==> src/rtl/riscv_pkg.sv <==
// Shared RISC-V front-end definitions: widths, reset PC, major opcodes and the
// fetch-buffer entry type used between fetch and decode.
package riscv_pkg;

    localparam int              XLEN             = 32;
    localparam logic [XLEN-1:0] RESET_PC_DEFAULT = 32'h0000_0000;

    localparam logic [6:0] OP_LOAD   = 7'b000_0011;
    localparam logic [6:0] OP_STORE  = 7'b010_0011;
    localparam logic [6:0] OP_RTYPE  = 7'b011_0011;
    localparam logic [6:0] OP_BRANCH = 7'b110_0011;
    localparam logic [6:0] OP_ITYPE  = 7'b001_0011;
    localparam logic [6:0] OP_JAL    = 7'b110_1111;

    localparam logic [XLEN-1:0] NOP = 32'h0000_0013;

    typedef struct packed {
        logic [XLEN-1:0] instr;
        logic [XLEN-1:0] pc;
    } fetch_entry_t;

    function automatic logic [XLEN-1:0] pc_plus4(input logic [XLEN-1:0] pc);
        return pc + XLEN'(4);
    endfunction

endpackage

==> src/rtl/fetch_fifo.sv <==
// Small synchronous FIFO of fetch entries. Flush empties it and wins over push/pop;
// push while full is accepted when a pop happens in the same cycle.
module fetch_fifo
    import riscv_pkg::*;
#(
    parameter  int DEPTH = 2,
    localparam int AW    = $clog2(DEPTH),
    localparam int CW    = AW + 1
) (
    input  logic          clk,
    input  logic          reset_n,
    input  logic          push_i,
    input  fetch_entry_t  push_data_i,
    input  logic          pop_i,
    input  logic          flush_i,
    output fetch_entry_t  head_o,
    output logic [CW-1:0] count_o,
    output logic          full_o,
    output logic          empty_o
);

    fetch_entry_t  mem_q [DEPTH];
    logic [AW-1:0] rd_q, rd_d;
    logic [AW-1:0] wr_q, wr_d;
    logic [CW-1:0] cnt_q, cnt_d;
    logic          do_push, do_pop;

    assign empty_o = (cnt_q == '0);
    assign full_o  = (cnt_q == CW'(DEPTH));
    assign do_pop  = pop_i & ~empty_o;
    assign do_push = push_i & (~full_o | do_pop);

    always_comb begin
        rd_d  = rd_q;
        wr_d  = wr_q;
        cnt_d = cnt_q;
        if (flush_i) begin
            rd_d  = '0;
            wr_d  = '0;
            cnt_d = '0;
        end else begin
            if (do_pop)  rd_d = rd_q + AW'(1);
            if (do_push) wr_d = wr_q + AW'(1);
            cnt_d = cnt_q + CW'(do_push) - CW'(do_pop);
        end
    end

    always_ff @(posedge clk) begin
        if (!reset_n) begin
            rd_q  <= '0;
            wr_q  <= '0;
            cnt_q <= '0;
        end else begin
            rd_q  <= rd_d;
            wr_q  <= wr_d;
            cnt_q <= cnt_d;
        end
    end

    // Storage carries no reset; validity is tracked by cnt_q alone.
    always_ff @(posedge clk) begin
        if (do_push && !flush_i) mem_q[wr_q] <= push_data_i;
    end

    assign head_o  = mem_q[rd_q];
    assign count_o = cnt_q;

endmodule

==> src/rtl/instr_fetch_unit.sv <==
// Fetch stage: owns the PC, issues credit-limited word reads, buffers responses and
// hands {instr, pc, pc+4} to decode. Redirects flush everything and discard stale reads.
module instr_fetch_unit
    import riscv_pkg::*;
#(
    parameter int              XLEN       = riscv_pkg::XLEN,
    parameter logic [XLEN-1:0] RESET_PC   = RESET_PC_DEFAULT,
    parameter int              FIFO_DEPTH = 2
) (
    input  logic            clk,
    input  logic            reset_n,
    output logic            imem_req_valid,
    input  logic            imem_req_ready,
    output logic [XLEN-1:0] imem_req_addr,
    input  logic            imem_rsp_valid,
    input  logic [XLEN-1:0] imem_rsp_data,
    input  logic            redirect_valid,
    input  logic [XLEN-1:0] redirect_pc,
    output logic            instr_valid,
    input  logic            instr_ready,
    output logic [XLEN-1:0] instr,
    output logic [XLEN-1:0] instr_pc,
    output logic [XLEN-1:0] instr_pc_plus4
);

    localparam int AW = $clog2(FIFO_DEPTH);
    localparam int CW = AW + 1;

    logic [XLEN-1:0] pc_q, pc_d;
    logic [CW-1:0]   out_q, out_d;
    logic [CW-1:0]   disc_q, disc_d;

    logic [XLEN-1:0] sq_mem_q [FIFO_DEPTH];
    logic [AW-1:0]   sq_rd_q, sq_rd_d;
    logic [AW-1:0]   sq_wr_q, sq_wr_d;

    fetch_entry_t    fifo_head, fifo_in;
    logic [CW-1:0]   fifo_cnt;
    logic            fifo_full, fifo_empty;
    logic            fifo_push;

    logic            fire, pop, rsp_drop;
    logic [CW:0]     occupancy;
    logic            unused_redirect_lsb;

    assign pop  = instr_valid & instr_ready;
    assign fire = imem_req_valid & imem_req_ready;

    // A slot drained by decode this cycle is free before any new response can land,
    // so it is credited straight back; this is what sustains one instruction per cycle.
    assign occupancy = {1'b0, out_q} + {1'b0, fifo_cnt} - (CW+1)'(pop);

    assign imem_req_valid = reset_n & ~redirect_valid & (occupancy < (CW+1)'(FIFO_DEPTH));
    assign imem_req_addr  = pc_q;

    // Stale reads from before a redirect, or one landing in the redirect cycle, are dropped.
    assign rsp_drop  = redirect_valid | (disc_q != '0);
    assign fifo_push = imem_rsp_valid & ~rsp_drop;
    assign fifo_in   = '{instr: imem_rsp_data, pc: sq_mem_q[sq_rd_q]};

    always_comb begin
        pc_d    = pc_q;
        out_d   = out_q + CW'(fire) - CW'(imem_rsp_valid);
        disc_d  = disc_q;
        sq_rd_d = sq_rd_q;
        sq_wr_d = sq_wr_q;

        if (fire)           sq_wr_d = sq_wr_q + AW'(1);
        if (imem_rsp_valid) sq_rd_d = sq_rd_q + AW'(1);

        if (redirect_valid) begin
            pc_d   = {redirect_pc[XLEN-1:2], 2'b00};
            disc_d = out_q - CW'(imem_rsp_valid);
        end else begin
            if (fire) pc_d = pc_plus4(pc_q);
            if (imem_rsp_valid && disc_q != '0) disc_d = disc_q - CW'(1);
        end
    end

    always_ff @(posedge clk) begin
        if (!reset_n) begin
            pc_q    <= RESET_PC;
            out_q   <= '0;
            disc_q  <= '0;
            sq_rd_q <= '0;
            sq_wr_q <= '0;
        end else begin
            pc_q    <= pc_d;
            out_q   <= out_d;
            disc_q  <= disc_d;
            sq_rd_q <= sq_rd_d;
            sq_wr_q <= sq_wr_d;
        end
    end

    always_ff @(posedge clk) begin
        if (fire) sq_mem_q[sq_wr_q] <= pc_q;
    end

    fetch_fifo #(
        .DEPTH (FIFO_DEPTH)
    ) u_fifo (
        .clk         (clk),
        .reset_n     (reset_n),
        .push_i      (fifo_push),
        .push_data_i (fifo_in),
        .pop_i       (pop),
        .flush_i     (redirect_valid),
        .head_o      (fifo_head),
        .count_o     (fifo_cnt),
        .full_o      (fifo_full),
        .empty_o     (fifo_empty)
    );

    assign instr_valid    = ~fifo_empty;
    assign instr          = fifo_head.instr;
    assign instr_pc       = fifo_head.pc;
    assign instr_pc_plus4 = pc_plus4(fifo_head.pc);

    assign unused_redirect_lsb = ^{redirect_pc[1:0], fifo_full};

    a_rsp_needs_outstanding: assert property (
        @(posedge clk) disable iff (!reset_n) imem_rsp_valid |-> (out_q != '0));

endmodule
==> config.mk <==
export PLATFORM = sky130hd
export DESIGN_NAME = instr_fetch_unit
export DESIGN_NICKNAME = d
export VERILOG_FILES = /design/src/rtl/riscv_pkg.sv /design/src/rtl/fetch_fifo.sv /design/src/rtl/instr_fetch_unit.sv
export SDC_FILE = /design/constraint.sdc
export NUM_CORES = 1
export LEC_CHECK = 0
export CELL_PAD_IN_SITES_DETAIL_PLACEMENT = 1
export CELL_PAD_IN_SITES_GLOBAL_PLACEMENT = 1
export CORE_MARGIN = 3
export CORE_UTILIZATION = 40
export CTS_CLUSTER_SIZE = 16
export DETAILED_ROUTE_END_ITERATION = 10
export PLACE_DENSITY = 0.78
export REMOVE_ABC_BUFFERS = 1
export SETUP_SLACK_MARGIN = 0.15
export SYNTH_ARGS = -nofsm -noshare
export SYNTH_HDL_FRONTEND = slang
export SYNTH_SLANG_ARGS = --single-unit
==> constraint.sdc <==
create_clock -name clk -period 12.9 [get_ports clk]
set_input_delay 1.29 -clock clk [delete_from_list [all_inputs] [get_ports clk]]
set_output_delay 1.29 -clock clk [all_outputs]
set_load 0.05 [all_outputs]
==> results.json, run 1 <==
{
  "r2r_end": "out_q[1]",
  "synth_edf_count": 184,
  "powerDensity_mw_per_mm2": 142,
  "synth_area_per_cell_sq_um": 13.7,
  "first_pass_iters": 5,
  "synth_top_area_share_pct": 56.6,
  "cts_max_level": 1,
  "place.gp.congestion": 0.783,
  "grt_setup_unrepaired": "no",
  "yosysMostFrequentCell": "edfxtp_1",
  "synth_area_sq_mm": 0.00975,
  "maxCapViolCount": 0,
  "ys_warn_count": 0,
  "clk-insertion-delay-late_ns": 0.51,
  "hold_end": "sq_rd_q",
  "period_share_pct": 44.9,
  "hold_viol_final": 0,
  "p_leak_uw": 0.00429,
  "async_reset_ff_share_pct": 0,
  "detail-route-antenna-nets": 0,
  "finalSetupViolCount": 0,
  "antenna_cells": 0,
  "postCtsSetupBuffers": 0,
  "final_core_util_pct": 53.8,
  "die_h_um": 162,
  "ys.flop_type": "edfxtp_1",
  "globalRouteTotalUtil_pct": 18.3,
  "fin_nets": 990,
  "cts_root_buffer": "clkbuf_16",
  "hold_slack_ns": 0.519,
  "avgViaCountPerCell": 5.19,
  "core_area_sq_mm": 0.0238,
  "grt_pass1_wl_um": 38200,
  "rows": 56,
  "finalSetupTns_ns": 0,
  "drive_gt1_share_pct": 15.2,
  "timing_worst_slew_pin_value_ns": 1.08,
  "areaGrowthSynthToFinish_pct": 31.1,
  "wl_per_cell_um": 19.8,
  "status": "completed",
  "die_w_um": 162,
  "ys_seq_area_share_pct": 65.3,
  "hold_start": "sq_rd_q",
  "dieArea_sq_mm": 0.0263,
  "critical_path_class": "reg2out",
  "worstHoldPathCells": 2,
  "grt_overflow_total": 0,
  "r2r-start": "u_fifo.count_o[1]",
  "max_freq_mhz": 173,
  "cp-start-kind": "register",
  "ir_drop_v": 0.0000879,
  "crit_path_end_kind": "output pin",
  "cp.required_ns": 11.61,
  "io_pins": 200,
  "clock_path_buffers": 3,
  "dp_hpwl_um": 16600,
  "vias": 6476,
  "cts_buffers": 24,
  "route.detailed.drc": 0,
  "drt_iter0_drc": 418,
  "hold_path_class": "reg2reg",
  "start_util_pct": 41.1,
  "grt_max_degree": 63,
  "ys_ff_latch": 226,
  "finClkSkew_ns": 0.0158,
  "ys_top_cells_by_count": "184 x edfxtp_1, 79 x mux2_2, 44 x nand2_1",
  "rrSetupSlack_ns": 8.76,
  "worstPathMaxFanout": 46,
  "cts_hold_buf": 0,
  "cp.arrival_ns": 4.50,
  "fin_crit_ns": 5.79,
  "synth_area_leaders": "edfxtp_1 57%, mux2_2 9.1%, dfxtp_1 8.6%",
  "max-slew-margin-rel_pct": 27.9,
  "path_clk_slew_ns": 0.06,
  "io_buffers": 191,
  "ys_types": 57,
  "cts_resized": 0,
  "syn-instance-count": 710,
  "r2r_cells": 16,
  "drt_wl_total_um": 24800,
  "antenna_found_initial": 0,
  "grt_pass1_vias": 6786,
  "yosysTopAreaCell": "edfxtp_1",
  "cts_tree": "done",
  "cts_sinks": 226,
  "maxSlewViolCount": 0
}
report_power, final:
part,leakage (uW),internal [uW],switching (uW)
combinational,0.00188,107,187
clock,0.000383,399,266
sequential,0.00203,828,24.2
how the worst max path moves through the flow:
stage                      startpoint                  to  slack, ns  depth (start not counted)
final                        register  instr_pc_plus4[31]       7.11                          7
after global routing         register  instr_pc_plus4[31]       6.81                          7
after CTS                    register  instr_pc_plus4[31]       6.96                          7
after detailed placement  instr_ready            out_q[1]       7.54                         15
after global placement    instr_ready            out_q[1]       7.66                         15
after floorplan              register  instr_pc_plus4[30]       6.12                          7
cells by family (layout without fill, tap and decap cells):
family          count (synthesis)  after routing  synth area share [%]
xor+xnor                       45             45                  4.04
fa+ha+maj                      10             10                  1.36
mux                            89             89                  10.1
other cells                     1              6                0.0384
flops                         226            226                  65.3
buf+inv                        60            273                  2.77
simple gates                  183            183                  10.1
compound gates                 96             96                  6.25
area by class of cell:
class,count,area [sq um]
Fill cell,2346,11000
Sequential cell,226,6370
Multi-Input combinational cell,429,3150
Timing Repair Buffer,203,2000
Clock buffer,36,708
Tap cell,319,399
Inverter,26,97.6
Clock inverter,8,63.8
worst max-delay path, cell delays in order (launching register included):
cell             delay (ns)
dfxtp_4                0.73
buf_4                  0.60
nand4_1                0.28
a221oi_2               0.56
nand4_1                0.33
nor4b_2                0.42
xor2_1                 0.20
clkdlybuf4s50_1        0.85
metrics by stage:
stage                     total power, uW  worst slack [ns]  area (sq um)  std cells
after floorplan                      1050              6.12          9600        681
after global placement               1150              7.66         12000       1203
after detailed placement             1160              7.54         12000       1203
after CTS                            1830              6.96         12800       1247
after global routing                 1890              6.81         12800       1247
final                                1810              7.11         12800       1247
cells in the final DEF, fill, tap and decap left out, drive strengths merged, types with 2 or more instances in the layout:
cell type and count:
a211oi 7, a21oi 25, a22oi 8, a2bb2oi 2, a31oi 14, a32oi 2
and2 8, and3 5, and4 5, buf 12, clkbuf 36, clkdlybuf4s50 191
clkinv 7, conb 6, dfxtp 42, edfxtp 184, ha 9, inv 26
mux2 79, mux2i 10, nand2 44, nand2b 3, nand3 21, nand4 20
nand4b 6, nor2 43, nor2b 5, nor3 10, nor4 5, o21ai 23
o311ai 6, or4 4, or4b 2, xnor2 25, xor2 20
layer usage:
layer	global-route usage [%]	part of all wire (%)	vias to the layer above
met2	31.7	49	184
met4	4.27	1.9	0
met3	3.37	5.2	33
met5	0	0	-
met1	24.1	44	3191
li1	-	-	3068
state kept, by name, summed over array words and instances (netlist names), named ones only:
| register | cells |
|---|---|
| sq_wr_q | 1 |
| out_q | 2 |
| imem_req_addr | 30 |
| u_fifo.count_o | 2 |
| sq_mem_q | 60 |
| u_fifo.rd_q | 1 |
| disc_q | 2 |
| u_fifo.mem_q | 124 |
| sq_rd_q | 1 |
| u_fifo.wr_q | 1 |
No activity file was read; power rests on OpenSTA's default activity.
==> inputs of run 2 (changes only) <==
Settings changed: CORE_UTILIZATION 40 to 38.
Clock period 12.9 ns to 5.1 ns, I/O delays scaled along.
==> run 2 against run 1 <==
Compared with the run above: count of clock-buffer cells in the layout is 2 higher; register-to-register slack got worse by 6.9 ns; sequential power grew to 2.5 times the previous value; die area rose by 5.1%; worst hold slack gained 0.011 ns; final cell count grew 1.2%; via count about the same; largest cell class unchanged; largest power group unchanged.
==> results.json, run 2 (synthesis gave the netlist of run 1 again) <==
{
  "vias": 6470,
  "io_pins": 200,
  "final_common_cell": "clkdlybuf4s50_1",
  "wl_per_cell_um": 19.5,
  "hold_path_class": "reg2reg",
  "core_area_sq_mm": 0.0252,
  "cpMaxStageDelayCell": "clkdlybuf4s50_1",
  "drive_gt1_share_pct": 15.3,
  "placed_cells": 1217,
  "grt_overflow_total": 0,
  "slowest_delay_ns": 0.82,
  "antenna_cells": 0,
  "dp_hpwl_um": 17000,
  "cp.arrival_ns": 3.99,
  "max_freq_mhz": 222,
  "clk-insertion-delay-late_ns": 0.51,
  "status": "completed",
  "powerDensity_mw_per_mm2": 355,
  "path_clk_slew_ns": 0.06,
  "cp.required_ns": 4.59,
  "hold_viol_final": 0,
  "worst-path-buf-inv": 1,
  "timing_worst_slew_pin_value_ns": 0.906,
  "p_total_uw": 4540,
  "start_util_pct": 38.7,
  "cp_top_family": "simple AND/OR/NAND/NOR gates",
  "dieArea_sq_mm": 0.0276,
  "grt_pass1_wl_um": 38700,
  "grt_pass1_vias": 6874,
  "antenna_found_initial": 0,
  "ir_drop_v": 0.000252,
  "cts_buffers": 25,
  "fin_nets": 994,
  "grt_setup_unrepaired": "no",
  "drt_wl_total_um": 24500,
  "io_buffers": 191,
  "clock_path_buffers": 3,
  "detail-route-antenna-nets": 0,
  "die_h_um": 166,
  "cts_tree": "done",
  "maxCapViolCount": 0,
  "worstPathMaxFanout": 37,
  "drt_iter0_drc": 409,
  "finalSetupTns_ns": 0,
  "crit_path_end_kind": "output pin",
  "p_leak_uw": 0.00430,
  "cts_hold_buf": 0,
  "cts_max_level": 1,
  "fin_crit_ns": 4.50,
  "grt_max_degree": 63,
  "globalRouteTotalUtil_pct": 17.3,
  "largest_reg_flops": 124,
  "period_share_pct": 88.2,
  "n_fill_cell": 2545,
  "hold_slack_ns": 0.530,
  "critical_path_class": "reg2out",
  "regMostFlops": "u_fifo.mem_q",
  "route.detailed.drc": 0,
  "areaGrowthSynthToFinish_pct": 31.3,
  "final_cells": 1262,
  "max-slew-margin-rel_pct": 39.6,
  "postCtsSetupBuffers": 0,
  "die_w_um": 166,
  "final_core_util_pct": 50.9,
  "place.gp.congestion": 0.776,
  "rows": 58,
  "cts_root_buffer": "clkbuf_16",
  "path_cells": "nand4_1, a222oi_1, nand2_1, nor4b_2, xor2_1, clkdlybuf4s50_1",
  "cts_sinks": 226,
  "finalSetupViolCount": 0,
  "cts_resized": 0,
  "final_cell_mix": "191 x clkdlybuf4s50_1, 184 x edfxtp_1, 79 x mux2_2",
  "avgViaCountPerCell": 5.13,
  "first_pass_iters": 5,
  "cp-start-kind": "register",
  "finClkSkew_ns": 0.00975,
  "maxSlewViolCount": 0
}
-- run 2: layout make-up --
class | count | area, sq um | area share [%]
clock inverter | 7 | 35.0 | 0.273
sequential | 226 | 6370 | 49.7
multi-input combinational | 429 | 3150 | 24.6
clock buffer | 38 | 724 | 5.65
timing repair buffer | 206 | 2020 | 15.8
tap | 330 | 413 | 3.22
inverter | 26 | 97.6 | 0.762
-- run 2: layer usage --
metal / up-vias / global-route usage [%] / share of wire [%]
met4: 0 / 3.66 / 1.4
met3: 28 / 2.95 / 5.1
met5: - / 0 / 0
met1: 3175 / 22.5 / 44
met2: 182 / 30.5 / 50
li1: 3085 / - / -
-- run 2: final timing paths --
kind	from	end	slack [ns]	cells past startpoint
max	register	instr_pc_plus4[31]	0.60	6
min reg2reg	sq_rd_q	sq_rd_q	0.53	2
max reg2reg	u_fifo.count_o[1]	sq_mem_q[0][28]	1.81	13
min	sq_rd_q	sq_rd_q	0.53	2
-- run 2: report_power, final --
| part | total (uW) | internal (uW) | leakage, uW | switching, uW |
|---|---|---|---|---|
| sequential | 2150 | 2090 | 0.00203 | 58.9 |
| combinational | 742 | 272 | 0.00190 | 470 |
| clock | 1650 | 973 | 0.000374 | 677 |
| total | 4540 | 3340 | 0.00430 | 1210 |
-- run 2: worst reg2reg max path, stage by stage (launching register included) --
cell	delay (ns)
dfxtp_1	0.31
inv_1	0.12
nand2_1	0.09
and2_1	0.19
ha_1	0.27
inv_1	0.08
nand2_1	0.07
fa_1	0.38
xor2_1	0.23
and4_1	0.26
inv_2	0.13
buf_4	0.25
nor2_2	0.12
buf_4	0.41
-- run 2: per-stage QoR --
step	area [sq um]	worst slack [ns]
after floorplan	9600	-0.898
after global placement	12100	1.12
after detailed placement	12100	1.08
after CTS	12800	0.523
after global routing	12800	0.212
final	12800	0.602
==> inputs of run 3 (changes only) <==
Settings changed: TNS_END_PERCENT set to 1.
==> results of run 3 <==
Final layout, timing and power as in run 2 (identical DEF).
